===== src/rtl/uart_boot_loader_if.sv =====
// uart_boot_loader_if: bundles the uart byte handshake, cpu bus and ram port
// of uart_boot_loader.
//   rx_data/rx_done  received byte and its one-clk strobe
//   tx_data/tx_wr    ACK/NAK byte and its one-clk transmit strobe
//   tx_done          one-clk pulse when the transmit completes
//   cpu_addr/we/do   cpu ram bus (only [12:0] of the address reaches ram)
//   cpu_rst          active-low cpu reset
//   ram_addr/we/di   shared ram write port
//   busy             high while the loader owns the ram port
// Modports: slave = the loader, master = the surrounding system / bench.
interface uart_boot_loader_if;
  logic [7:0]  rx_data;
  logic        rx_done;
  logic [7:0]  tx_data;
  logic        tx_wr;
  logic        tx_done;
  logic [15:0] cpu_addr;
  logic        cpu_we;
  logic [7:0]  cpu_do;
  logic        cpu_rst;
  logic [12:0] ram_addr;
  logic        ram_we;
  logic [7:0]  ram_di;
  logic        busy;

  modport slave (
    input  rx_data, rx_done, tx_done, cpu_addr, cpu_we, cpu_do,
    output tx_data, tx_wr, cpu_rst, ram_addr, ram_we, ram_di, busy
  );

  modport master (
    output rx_data, rx_done, tx_done, cpu_addr, cpu_we, cpu_do,
    input  tx_data, tx_wr, cpu_rst, ram_addr, ram_we, ram_di, busy
  );
endinterface


===== src/rtl/uart_boot_loader.sv =====
// uart_boot_loader: boot-time ram loader and ram-port arbiter.
// After reset the cpu is held in reset while a frame
//   SYNC LEN_H LEN_L ADR_H ADR_L DATA[len] CSUM
// is received over the uart and its payload is written to the 8 KiB ram at
// (base + offset) mod 8192. A matching 8-bit checksum releases the cpu and
// hands it the ram port; a mismatch returns to waiting for a new frame. If no
// sync byte arrives within BOOT_TIMEOUT cycles the cpu runs from existing ram.
// Ports:
//   clk  system / cpu / ram clock
//   rst  asynchronous active-low reset
//   bus  uart_boot_loader_if.slave (uart bytes, cpu bus, ram port, busy)
// Build option:
//   UART_BOOT_LOADER_ACK_EN  when defined, an ACK (06) / NAK (15) byte is sent
//                            after the checksum and tx_done is awaited before
//                            the next state; otherwise tx_wr/tx_data stay 0.
module uart_boot_loader #(
  parameter int unsigned BOOT_TIMEOUT = 50000000,
  parameter int unsigned BYTE_TIMEOUT = 1000000,
  parameter logic [7:0]  SYNC_BYTE    = 8'hA5
) (
  input  logic              clk,
  input  logic              rst,
  uart_boot_loader_if.slave bus
);
  localparam int unsigned TMAX  = (BOOT_TIMEOUT > BYTE_TIMEOUT) ? BOOT_TIMEOUT : BYTE_TIMEOUT;
  localparam int          TMR_W = $clog2(TMAX + 1);
  // Timeouts fire when the counter sits at the parameter value minus one.
  localparam logic [TMR_W-1:0] BOOT_LAST = TMR_W'(BOOT_TIMEOUT - 1);
  localparam logic [TMR_W-1:0] BYTE_LAST = TMR_W'(BYTE_TIMEOUT - 1);

`ifdef UART_BOOT_LOADER_ACK_EN
  localparam logic [7:0] ACK_BYTE = 8'h06;
  localparam logic [7:0] NAK_BYTE = 8'h15;

  typedef enum logic [3:0] {
    WAIT_SYNC, LEN_H, LEN_L, ADR_H, ADR_L, DATA, CSUM, ACK, RUN
  } state_t;
`else
  typedef enum logic [3:0] {
    WAIT_SYNC, LEN_H, LEN_L, ADR_H, ADR_L, DATA, CSUM, RUN
  } state_t;
`endif

  typedef struct packed {
    logic [12:0] addr;
    logic        we;
    logic [7:0]  di;
  } ram_req_t;

  state_t           state;
  logic [TMR_W-1:0] tmr;      // boot timer in WAIT_SYNC, inter-byte timer in a frame
  logic [15:0]      len_q;
  logic [15:0]      off_q;
  logic [12:0]      base_q;
  logic [7:0]       csum_q;
  ram_req_t         ldr_q;    // loader's registered ram write
  ram_req_t         cpu_req;
  ram_req_t         ram_sel;
  logic             cpu_rst_q;
  logic             busy_q;
  logic             csum_ok;

`ifdef UART_BOOT_LOADER_ACK_EN
  logic             tx_wr_q;
  logic [7:0]       tx_data_q;
  logic             tgt_run_q;  // where ACK goes once tx_done arrives
`endif

  assign csum_ok = (bus.rx_data == csum_q);

  always_ff @(posedge clk or negedge rst) begin
    if (!rst) begin
      state     <= WAIT_SYNC;
      tmr       <= '0;
      len_q     <= '0;
      off_q     <= '0;
      base_q    <= '0;
      csum_q    <= '0;
      ldr_q     <= '0;
      cpu_rst_q <= 1'b0;
      busy_q    <= 1'b1;
`ifdef UART_BOOT_LOADER_ACK_EN
      tx_wr_q   <= 1'b0;
      tx_data_q <= '0;
      tgt_run_q <= 1'b0;
`endif
    end else begin
      // Write enable and transmit strobe are single-cycle pulses.
      ldr_q.we <= 1'b0;
`ifdef UART_BOOT_LOADER_ACK_EN
      tx_wr_q  <= 1'b0;
`endif
      case (state)
        WAIT_SYNC: begin
          if (tmr == BOOT_LAST) begin
            state     <= RUN;
            cpu_rst_q <= 1'b1;
            busy_q    <= 1'b0;
            tmr       <= '0;
          end else if (bus.rx_done && bus.rx_data == SYNC_BYTE) begin
            state  <= LEN_H;
            tmr    <= '0;
            off_q  <= '0;
            csum_q <= '0;
          end else begin
            // Non-sync bytes deliberately leave the boot timer running.
            tmr <= tmr + TMR_W'(1);
          end
        end

        LEN_H, LEN_L, ADR_H, ADR_L, DATA, CSUM: begin
          if (tmr == BYTE_LAST) begin
            // Stalled frame: drop it silently and wait for a new sync.
            state <= WAIT_SYNC;
            tmr   <= '0;
          end else if (bus.rx_done) begin
            tmr <= '0;
            case (state)
              LEN_H: begin
                len_q[15:8] <= bus.rx_data;
                state       <= LEN_L;
              end
              LEN_L: begin
                len_q[7:0] <= bus.rx_data;
                state      <= ADR_H;
              end
              ADR_H: begin
                base_q[12:8] <= bus.rx_data[4:0];
                state        <= ADR_L;
              end
              ADR_L: begin
                base_q[7:0] <= bus.rx_data;
                state       <= (len_q == 16'd0) ? CSUM : DATA;
              end
              DATA: begin
                // 13-bit add wraps at 8 KiB; long frames overwrite earlier bytes.
                ldr_q  <= '{addr: base_q + off_q[12:0], we: 1'b1, di: bus.rx_data};
                csum_q <= csum_q + bus.rx_data;
                off_q  <= off_q + 16'd1;
                if (off_q == len_q - 16'd1) state <= CSUM;
              end
              CSUM: begin
`ifdef UART_BOOT_LOADER_ACK_EN
                tx_wr_q   <= 1'b1;
                tx_data_q <= csum_ok ? ACK_BYTE : NAK_BYTE;
                tgt_run_q <= csum_ok;
                state     <= ACK;
`else
                if (csum_ok) begin
                  state     <= RUN;
                  cpu_rst_q <= 1'b1;
                  busy_q    <= 1'b0;
                end else begin
                  state <= WAIT_SYNC;
                end
`endif
              end
              default: state <= WAIT_SYNC;
            endcase
          end else begin
            tmr <= tmr + TMR_W'(1);
          end
        end

`ifdef UART_BOOT_LOADER_ACK_EN
        ACK: begin
          // tmr is already 0 here, so a NAK restarts the boot timer from 0.
          if (bus.tx_done) begin
            state     <= tgt_run_q ? RUN : WAIT_SYNC;
            cpu_rst_q <= tgt_run_q;
            busy_q    <= ~tgt_run_q;
          end
        end
`endif

        RUN: begin
        end

        default: begin
          state <= WAIT_SYNC;
          tmr   <= '0;
        end
      endcase
    end
  end

  // The mux select is the registered cpu_rst, so the cpu gains the ram port on
  // the same cycle it leaves reset and never earlier.
  assign cpu_req = '{addr: bus.cpu_addr[12:0], we: bus.cpu_we, di: bus.cpu_do};
  assign ram_sel = cpu_rst_q ? cpu_req : ldr_q;

  assign bus.ram_addr = ram_sel.addr;
  assign bus.ram_we   = ram_sel.we;
  assign bus.ram_di   = ram_sel.di;
  assign bus.cpu_rst  = cpu_rst_q;
  assign bus.busy     = busy_q;

  // Upper cpu address bits fall outside the 8 KiB ram.
  logic [2:0] unused_cpu_hi;
  assign unused_cpu_hi = bus.cpu_addr[15:13];

`ifdef UART_BOOT_LOADER_ACK_EN
  assign bus.tx_wr   = tx_wr_q;
  assign bus.tx_data = tx_data_q;
`else
  logic unused_tx_done;
  assign unused_tx_done = bus.tx_done;
  assign bus.tx_wr      = 1'b0;
  assign bus.tx_data    = 8'h00;
`endif
endmodule


===== src/flat_wrapper.sv =====
// flat-port wrapper written by rule: the top's interface ports become plain ports
module uart_boot_loader_flat 
#(
  parameter int unsigned BOOT_TIMEOUT = 50000000,
  parameter int unsigned BYTE_TIMEOUT = 1000000,
  parameter logic [7:0]  SYNC_BYTE    = 8'hA5
)
  (clk, rst, bus_rx_data, bus_rx_done, bus_tx_done, bus_cpu_addr, bus_cpu_we, bus_cpu_do, bus_tx_data, bus_tx_wr, bus_cpu_rst, bus_ram_addr, bus_ram_we, bus_ram_di, bus_busy);
  uart_boot_loader_if bus_i ();
  input  logic clk;
  input  logic rst;
  input wire logic [$bits(bus_i.rx_data)-1:0] bus_rx_data;
  input wire logic [$bits(bus_i.rx_done)-1:0] bus_rx_done;
  input wire logic [$bits(bus_i.tx_done)-1:0] bus_tx_done;
  input wire logic [$bits(bus_i.cpu_addr)-1:0] bus_cpu_addr;
  input wire logic [$bits(bus_i.cpu_we)-1:0] bus_cpu_we;
  input wire logic [$bits(bus_i.cpu_do)-1:0] bus_cpu_do;
  output wire logic [$bits(bus_i.tx_data)-1:0] bus_tx_data;
  output wire logic [$bits(bus_i.tx_wr)-1:0] bus_tx_wr;
  output wire logic [$bits(bus_i.cpu_rst)-1:0] bus_cpu_rst;
  output wire logic [$bits(bus_i.ram_addr)-1:0] bus_ram_addr;
  output wire logic [$bits(bus_i.ram_we)-1:0] bus_ram_we;
  output wire logic [$bits(bus_i.ram_di)-1:0] bus_ram_di;
  output wire logic [$bits(bus_i.busy)-1:0] bus_busy;
  assign bus_i.rx_data = bus_rx_data;
  assign bus_i.rx_done = bus_rx_done;
  assign bus_i.tx_done = bus_tx_done;
  assign bus_i.cpu_addr = bus_cpu_addr;
  assign bus_i.cpu_we = bus_cpu_we;
  assign bus_i.cpu_do = bus_cpu_do;
  assign bus_tx_data = bus_i.tx_data;
  assign bus_tx_wr = bus_i.tx_wr;
  assign bus_cpu_rst = bus_i.cpu_rst;
  assign bus_ram_addr = bus_i.ram_addr;
  assign bus_ram_we = bus_i.ram_we;
  assign bus_ram_di = bus_i.ram_di;
  assign bus_busy = bus_i.busy;
  uart_boot_loader #(.BOOT_TIMEOUT(BOOT_TIMEOUT), .BYTE_TIMEOUT(BYTE_TIMEOUT), .SYNC_BYTE(SYNC_BYTE)) u_core (.clk(clk), .rst(rst), .bus(bus_i));
endmodule

===== config.mk =====
export PLATFORM = sky130hd
export DESIGN_NAME = uart_boot_loader_flat
export DESIGN_NICKNAME = d
export VERILOG_FILES = /design/src/rtl/uart_boot_loader_if.sv /design/src/rtl/uart_boot_loader.sv /design/src/flat_wrapper.sv
export SDC_FILE = /design/constraint.sdc
export NUM_CORES = 1
export LEC_CHECK = 0
export ABC_AREA = 1
export CORE_MARGIN = 2
export CORE_UTILIZATION = 58
export CTS_CLUSTER_SIZE = 24
export DETAILED_ROUTE_END_ITERATION = 10
export GPL_TIMING_DRIVEN = 0
export PLACE_DENSITY = 0.9
export SETUP_SLACK_MARGIN = 0.02
export SLEW_MARGIN = 15
export SYNTH_ARGS = -nofsm -noshare
export SYNTH_HDL_FRONTEND = slang
export SYNTH_SLANG_ARGS = --single-unit

===== constraint.sdc =====
create_clock -name clk -period 2.9 [get_ports clk]
set_input_delay 0.87 -clock clk [delete_from_list [all_inputs] [get_ports clk]]
set_output_delay 0.87 -clock clk [all_outputs]
set_load 0.03 [all_outputs]

-- After elaboration in Yosys (flattened, before gate mapping)
Cells that the tools add are included.
- bits in registers: 107
- logic and storage cells: 99
- add/subtract/negate cells: 5
- equal/unequal tests: 23
- multiplexer cells: 43
- bitwise logic cells: 2
- reduce and logical (&&, ||, !) cells: 13
- operators with widths (kind ; count):
    26-bit two-way mux ; 4
    16-bit two-way mux ; 5
    26-bit one-hot mux with 3 select lines ; 1
    8-bit two-way mux ; 5
    9-bit two-way mux ; 4
    16-bit one-hot mux with 2 select lines ; 1
    26-bit by 1-bit adder with 26-bit output, second input constant ; 1
    26-bit by 20-bit equality test with 1-bit output, second input constant ; 1
    26-bit equality test, second input constant ; 1
    4-bit one-hot mux with 6 select lines ; 1
    4-bit AND reduction ; 6
    22-bit two-way mux ; 1
    4-bit two-way mux ; 5
    16-bit by 1-bit adder with 16-bit output, second input constant ; 1
    16-bit equality test ; 1
    4-bit by 3-bit equality test with 1-bit output, second input constant ; 4
    16-bit zero test ; 1
    8-bit one-hot mux with 2 select lines ; 1
    16-bit by 1-bit subtractor with 16-bit output, second input constant ; 1
    13-bit adder ; 1
    4-bit one-hot mux with 3 select lines ; 1
    6-bit AND reduction ; 2
    1-bit two-way mux ; 10
    2-bit by 1-bit != test with 1-bit output, second input constant ; 5
    other kinds (17) ; 22

-- Longest topological paths before layout
- word-level depth: 7
- depth in mapped cells: 16
- mapped depth without buffers: 16

-- Least setup slack after synthesis
No wires, ideal clock.
- path type: input port to flip-flop
- start point: input port bus_rx_data[5]
- end point: register u_core.busy_q (netlist: u_core.bus.busy)
- setup time: 0.095 ns
- arrival: 2.163 ns
- path slack: 0.642 ns
- cell stages on the path: 6
- buffers on the path: 0
- cell sequence: ha_1 > or2_2 > nor4_1 > nand2_1 > o31ai_1 > a21boi_0
- cells in the longest elaborated chain, start to end: 3
- ends and longest elaborated chain (item ; RTL line ; text):
    from (decl) ; flat_wrapper.sv:12 ; input wire logic [$bits(bus_i.rx_data)-1:0] bus_rx_data;
    8-bit equality test ; uart_boot_loader.sv:69 ; assign csum_ok = (bus.rx_data == csum_q);
    2-bit by 1-bit != test with 1-bit output (no line) ; n/a ;
    6-bit AND reduction (no line) ; n/a ;
    to (signal assigned) ; uart_boot_loader.sv:81 ; busy_q <= 1'b1;
    to (signal assigned) ; uart_boot_loader.sv:98 ; busy_q <= 1'b0;
    to (signal assigned) ; uart_boot_loader.sv:152 ; busy_q <= 1'b0;
    to (decl) ; uart_boot_loader.sv:60 ; logic busy_q;
No other way between the ends.
A chain may end at the register's enable or synchronous reset.

-- Final worst setup path
- start point: input port bus_rx_data[1]
- end point: register u_core.off_q[13]
- cells in the longest elaborated chain, start to end: 4
- ends and longest elaborated chain (item ; RTL line ; text):
    8-bit equality test ; uart_boot_loader.sv:100 ; end else if (bus.rx_done && bus.rx_data == SYNC_BYTE) begin
    1-bit logical AND ; uart_boot_loader.sv:100 ;
    2-bit by 1-bit != test with 1-bit output (no line) ; n/a ;
    6-bit AND reduction (no line) ; n/a ;
    to (signal assigned) ; uart_boot_loader.sv:139 ; off_q <= off_q + 16'd1;
    to (decl) ; uart_boot_loader.sv:53 ; logic [15:0] off_q;
No other way between the ends.

==> qor_table.md <==
| Quantity | Reported | Unit |
|---|---|---|
| Startpoint types | input port | - |
| Share of the synthesized area in the top cell type | 0.3709 | - |
| Flop and latch count out of synthesis | 106 | - |
| Total power draw | 6.778 | mW |
| Post-synthesis mux area share | 0 | - |
| Hold violation count in the final report | 0 | - |
| Logic pwr share | 0.475 | - |
| Clk pin slew, worst setup/hold paths | 70 | ps |
| Antenna violations before repair | 0 | - |
| Compound-cell area share of the yosys netlist | 0.1069 | - |
| Top cell types by occurrence after synthesis | sky130_fd_sc_hd__nand2_1 (281), sky130_fd_sc_hd__dfrtp_1 (105), sky130_fd_sc_hd__inv_1 (89) | - |
| Required time of the worst setup path | 3190 | ps |
| Post-Route Hold Slack | 363.4 | ps |
| Highest clock rate | 0.3568 | GHz |
| Die Ht | 114.5 | um |
| Number of pins exceeding their max-slew limit in the final report | 0 | - |
| Post-synthesis instance total | 953 | - |
| Buffers from clock root to sink, at most | 2 | - |
| Via count of the first global-routing pass | 6,111 | - |
| Internal power contribution | 3.761 | mW |
| Post-synthesis cell type count | 47 | - |
| Max Cap Violations | 0 | - |
| Dpl cells | 1,165 | - |
| Cell chain of the critical path | clkdlybuf4s50_1, inv_1, nand4_1, nor3_1, nor2_1, nor2_1, nand3_2, inv_2, buf_6, nand3_1, nand2_1 | - |
| Peak supply drop | 0.0003464 | V |
| Fraction of layout instances using a drive strength above 1 | 0.1122 | - |
| GRT Resource Usage Total | 0.2787 | - |
| Clock tree skew after final layout | 7.895 | ps |
| Clock latency on the worst-skew pair | 360 | ps |
| Pre-Repair DR Iteration Count | 6 | - |
| Wire length of the first global-routing pass | 29,020 | um |
| Worst stage delay on the critical path | 640 | ps |
| Number of nets in the finished design | 1,091 | - |
| Pin slew with the least headroom to its limit | 654.3 | ps |
| # hold bufs at CTS | 0 | - |
| Number of failing setup endpoints in the final timing report | 0 | - |
| Weighted congestion at the end of routability-driven global placement | 0.9401 | - |
| Pre-CTS worst setup slack | -269.8 | ps |
| Most used flip-flop cell after synthesis | sky130_fd_sc_hd__dfrtp_1 | - |
| Sequential cell area fraction in the yosys report | 0.3746 | - |
| Max-Slew Margin vs Limit | 0.5622 | - |
| Cell taking the most area after synthesis | sky130_fd_sc_hd__dfrtp_1 | - |
| Area contributors post-synth | sky130_fd_sc_hd__dfrtp_1 (37%), sky130_fd_sc_hd__nand2_1 (15%), sky130_fd_sc_hd__inv_1 (4.7%), sky130_fd_sc_hd__xor2_1 (4.3%), sky130_fd_sc_hd__nor2_1 (4.1%) | - |
| Master of the slowest instance on the critical path | sky130_fd_sc_hd__clkdlybuf4s50_1 | - |
| Master cell of the clock root buffer | sky130_fd_sc_hd__clkbuf_16 | - |
| Switching part of the total | 0.4451 | - |
| Largest family of logic cells by synthesized area | simple AND/OR/NAND/NOR gates | - |
| Remaining design rule violation count | 0 | - |
| Period utilisation layout | 0.9665 | - |
| Area Overhead vs Synth | 14.98 | % |
| Post-synthesis share of cell area spent on full adders, half adders and majority gates | 0.04627 | - |
| # port buffers | 56 | - |
| Critical path peak fanout | 10 | - |
| Leakage component of the power | 3.899 | nW |
| Number of levels the H-tree was split into | 3 | - |
| Part of the total power dissipated in the clock network | 0.172 | - |
| RSZ-0062 raised after global routing | no | - |
| Post-synthesis share of cell area spent on and, or, nand and nor gates | 0.3306 | - |
| Setup slack of the critical path after layout | 97.04 | ps |
| Number of rows in the core area | 40 | - |
| Area of the placeable core | 0.01196 | sq mm |
| Worst Setup End Kind | flop | - |
| Relative contribution of sequential cells to total power | 0.354 | - |
| Detailed-route wire length per cell | 14.87 | um |
| Chip width | 114.5 | um |
| Ys async rst share | 1.000 | - |
| Net switching component of the power | 3.017 | mW |
| Most numerous cell in the Yosys netlist | sky130_fd_sc_hd__nand2_1 | - |
| DP HPWL | 13,110 | um |
| Worst Path Class, Setup | in2reg | - |
| Final Util | 0.6810 | - |
| Top-Level Pins | 70 | - |
| Type of the worst min-delay path | in2async | - |
| Count of flip-flops with a built-in enable after synthesis | 0 | - |
| Post-synthesis instance area | 0.007084 | sq mm |
| Die Outline Area | 0.01311 | sq mm |
| Worst path most repeated cell | sky130_fd_sc_hd__nor2_1 | - |
| Buffers inserted by post-CTS timing repair | 0 | - |
| Clock tree from TritonCTS | yes | - |
| Synth Area in XOR/XNOR | 0.05563 | - |
| Sum of routed wire length over all layers | 17,570 | um |
| Average footprint of a synthesized cell | 7.434 | sq um |
| Number of sinks driven by the clock tree | 106 | - |
| Post-detailed-route via-to-cell ratio | 5.597 | - |
| Total via count in the routed design | 6,610 | - |
| Final antenna-violating net count | 0 | - |
| Final non-filler cell total | 1,181 | - |
| Maximum number of pins on one net before global-route repair | 84 | - |
| Initial cell density of the core | 0.5923 | - |
| Ant diodes | 0 | - |
| Outcome | finished, final reports clean | - |
| Detailed router's first-iteration violation count | 500 | - |
| Power density cells | 832.2 | mW/mm^2 |
| Syn. warnings | 0 | - |
| Residual overflow from global routing | 0 | - |
| Data arrival time of the critical path | 3100 | ps |
| Clock buffer count from CTS | 9 | - |
| Crit path time final | 2803 | ps |
-- cell families (layout without fill, tap and decap cells) --
kind of cell    count (synthesis)  after routing
other cells                     1              9
xor+xnor                       45             45
flops                         106            106
simple gates                  509            509
buf+inv                       135            208
fa+ha+maj                      25             25
compound gates                132            132
-- flip-flops by register name, summed over array words and instances, names as in the netlist --
| name | cells |
|---|---|
| u_core.tmr | 26 |
| u_core.off_q | 16 |
| u_core.bus.cpu_rst | 1 |
| u_core.ldr_q | 22 |
| u_core.state | 3 |
| u_core.bus.busy | 1 |
| u_core.csum_q | 8 |
| u_core.len_q | 16 |
| u_core.base_q | 13 |
-- area by class of cell --
| type | instances | area (sq um) |
|---|---|---|
| Clock buffer | 9 | 225.2 |
| Clock inverter | 7 | 51.30 |
| Buffer | 30 | 215.2 |
| Timing Repair Buffer | 57 | 561.8 |
| Tap cell | 147 | 183.9 |
| Sequential cell | 106 | 2654 |
| Multi-Input combinational cell | 720 | 3860 |
| Inverter | 105 | 394.1 |
| Fill cell | 982 | 3816 |
-- through the flow --
step           area, sq um  setup TNS [ps]
2_1_floorplan         7114               0
3_3_place_gp          7859         -325110
3_5_place_dp          7888           -6418
4_1_cts               8140               0
5_1_grt               8145               0
6_report              8145               0
-- worst max-delay path, delay by kind of cell --
kind                   cells  cell delay, ps
buffers and inverters      4            1230
AND/OR/NAND/NOR            7             990
-- metal layers --
| metal | part of all wire | GRT usage |
|---|---|---|
| met5 | 0 | 0 |
| met4 | 0.030 | 0.1081 |
| met3 | 0.062 | 0.04870 |
| met2 | 0.50 | 0.4805 |
| met1 | 0.41 | 0.3487 |
-- power groups by stage --
stage                     Clock (mW)  Sequential, mW  Combinational, mW
after floorplan                    0            2.28               2.46
after detailed placement           0            2.41               3.15
after global placement             0            2.39               3.05
after global routing            1.22            2.45               3.61
final                           1.16            2.40               3.22
after CTS                       1.17            2.38               3.18
-- final timing paths --
kind | end | depth (start not counted) | start | slack, ps
max in group asynchronous | u_core.bus.busy | 2 | rst | 1850
worst min register to register | u_core.csum_q[0] | 2 | u_core.csum_q[0] | 490
worst max register to register | u_core.ldr_q[21] | 8 | u_core.off_q[0] | 320
min in group clk | u_core.csum_q[0] | 2 | u_core.csum_q[0] | 490
worst max-delay path | u_core.off_q[13] | 11 | bus_rx_data[1] | 100
worst min-delay path | u_core.ldr_q[10] | 1 | rst | 360
-- cells in the final DEF, fill, tap and decap left out, types with 8 or more instances in the layout --
master / count
sky130_fd_sc_hd__dfrtp_1: 105
sky130_fd_sc_hd__nand2_1: 281
sky130_fd_sc_hd__o21a_1: 16
sky130_fd_sc_hd__clkdlybuf4s50_1: 33
sky130_fd_sc_hd__clkbuf_16: 9
sky130_fd_sc_hd__nand4_1: 21
sky130_fd_sc_hd__buf_6: 8
sky130_fd_sc_hd__nand3_1: 51
sky130_fd_sc_hd__conb_1: 9
sky130_fd_sc_hd__nor2_2: 9
sky130_fd_sc_hd__a21oi_1: 32
sky130_fd_sc_hd__nand2_2: 9
sky130_fd_sc_hd__buf_4: 10
sky130_fd_sc_hd__nor3_1: 21
sky130_fd_sc_hd__nor2_1: 78
sky130_fd_sc_hd__ha_1: 23
sky130_fd_sc_hd__inv_1: 89
sky130_fd_sc_hd__xnor2_1: 10
sky130_fd_sc_hd__inv_2: 14
sky130_fd_sc_hd__xor2_1: 35
sky130_fd_sc_hd__o21ai_0: 41
sky130_fd_sc_hd__dlygate4sd2_1: 22
sky130_fd_sc_hd__o21ai_1: 25
-- timing repair --
action | CTS | global route
gates resized for setup | 25 | 1
endpoints found under the hold margin | 0 | 0
endpoints found under the setup margin | 22 | 1
Power figures use the tool's default switching activity.
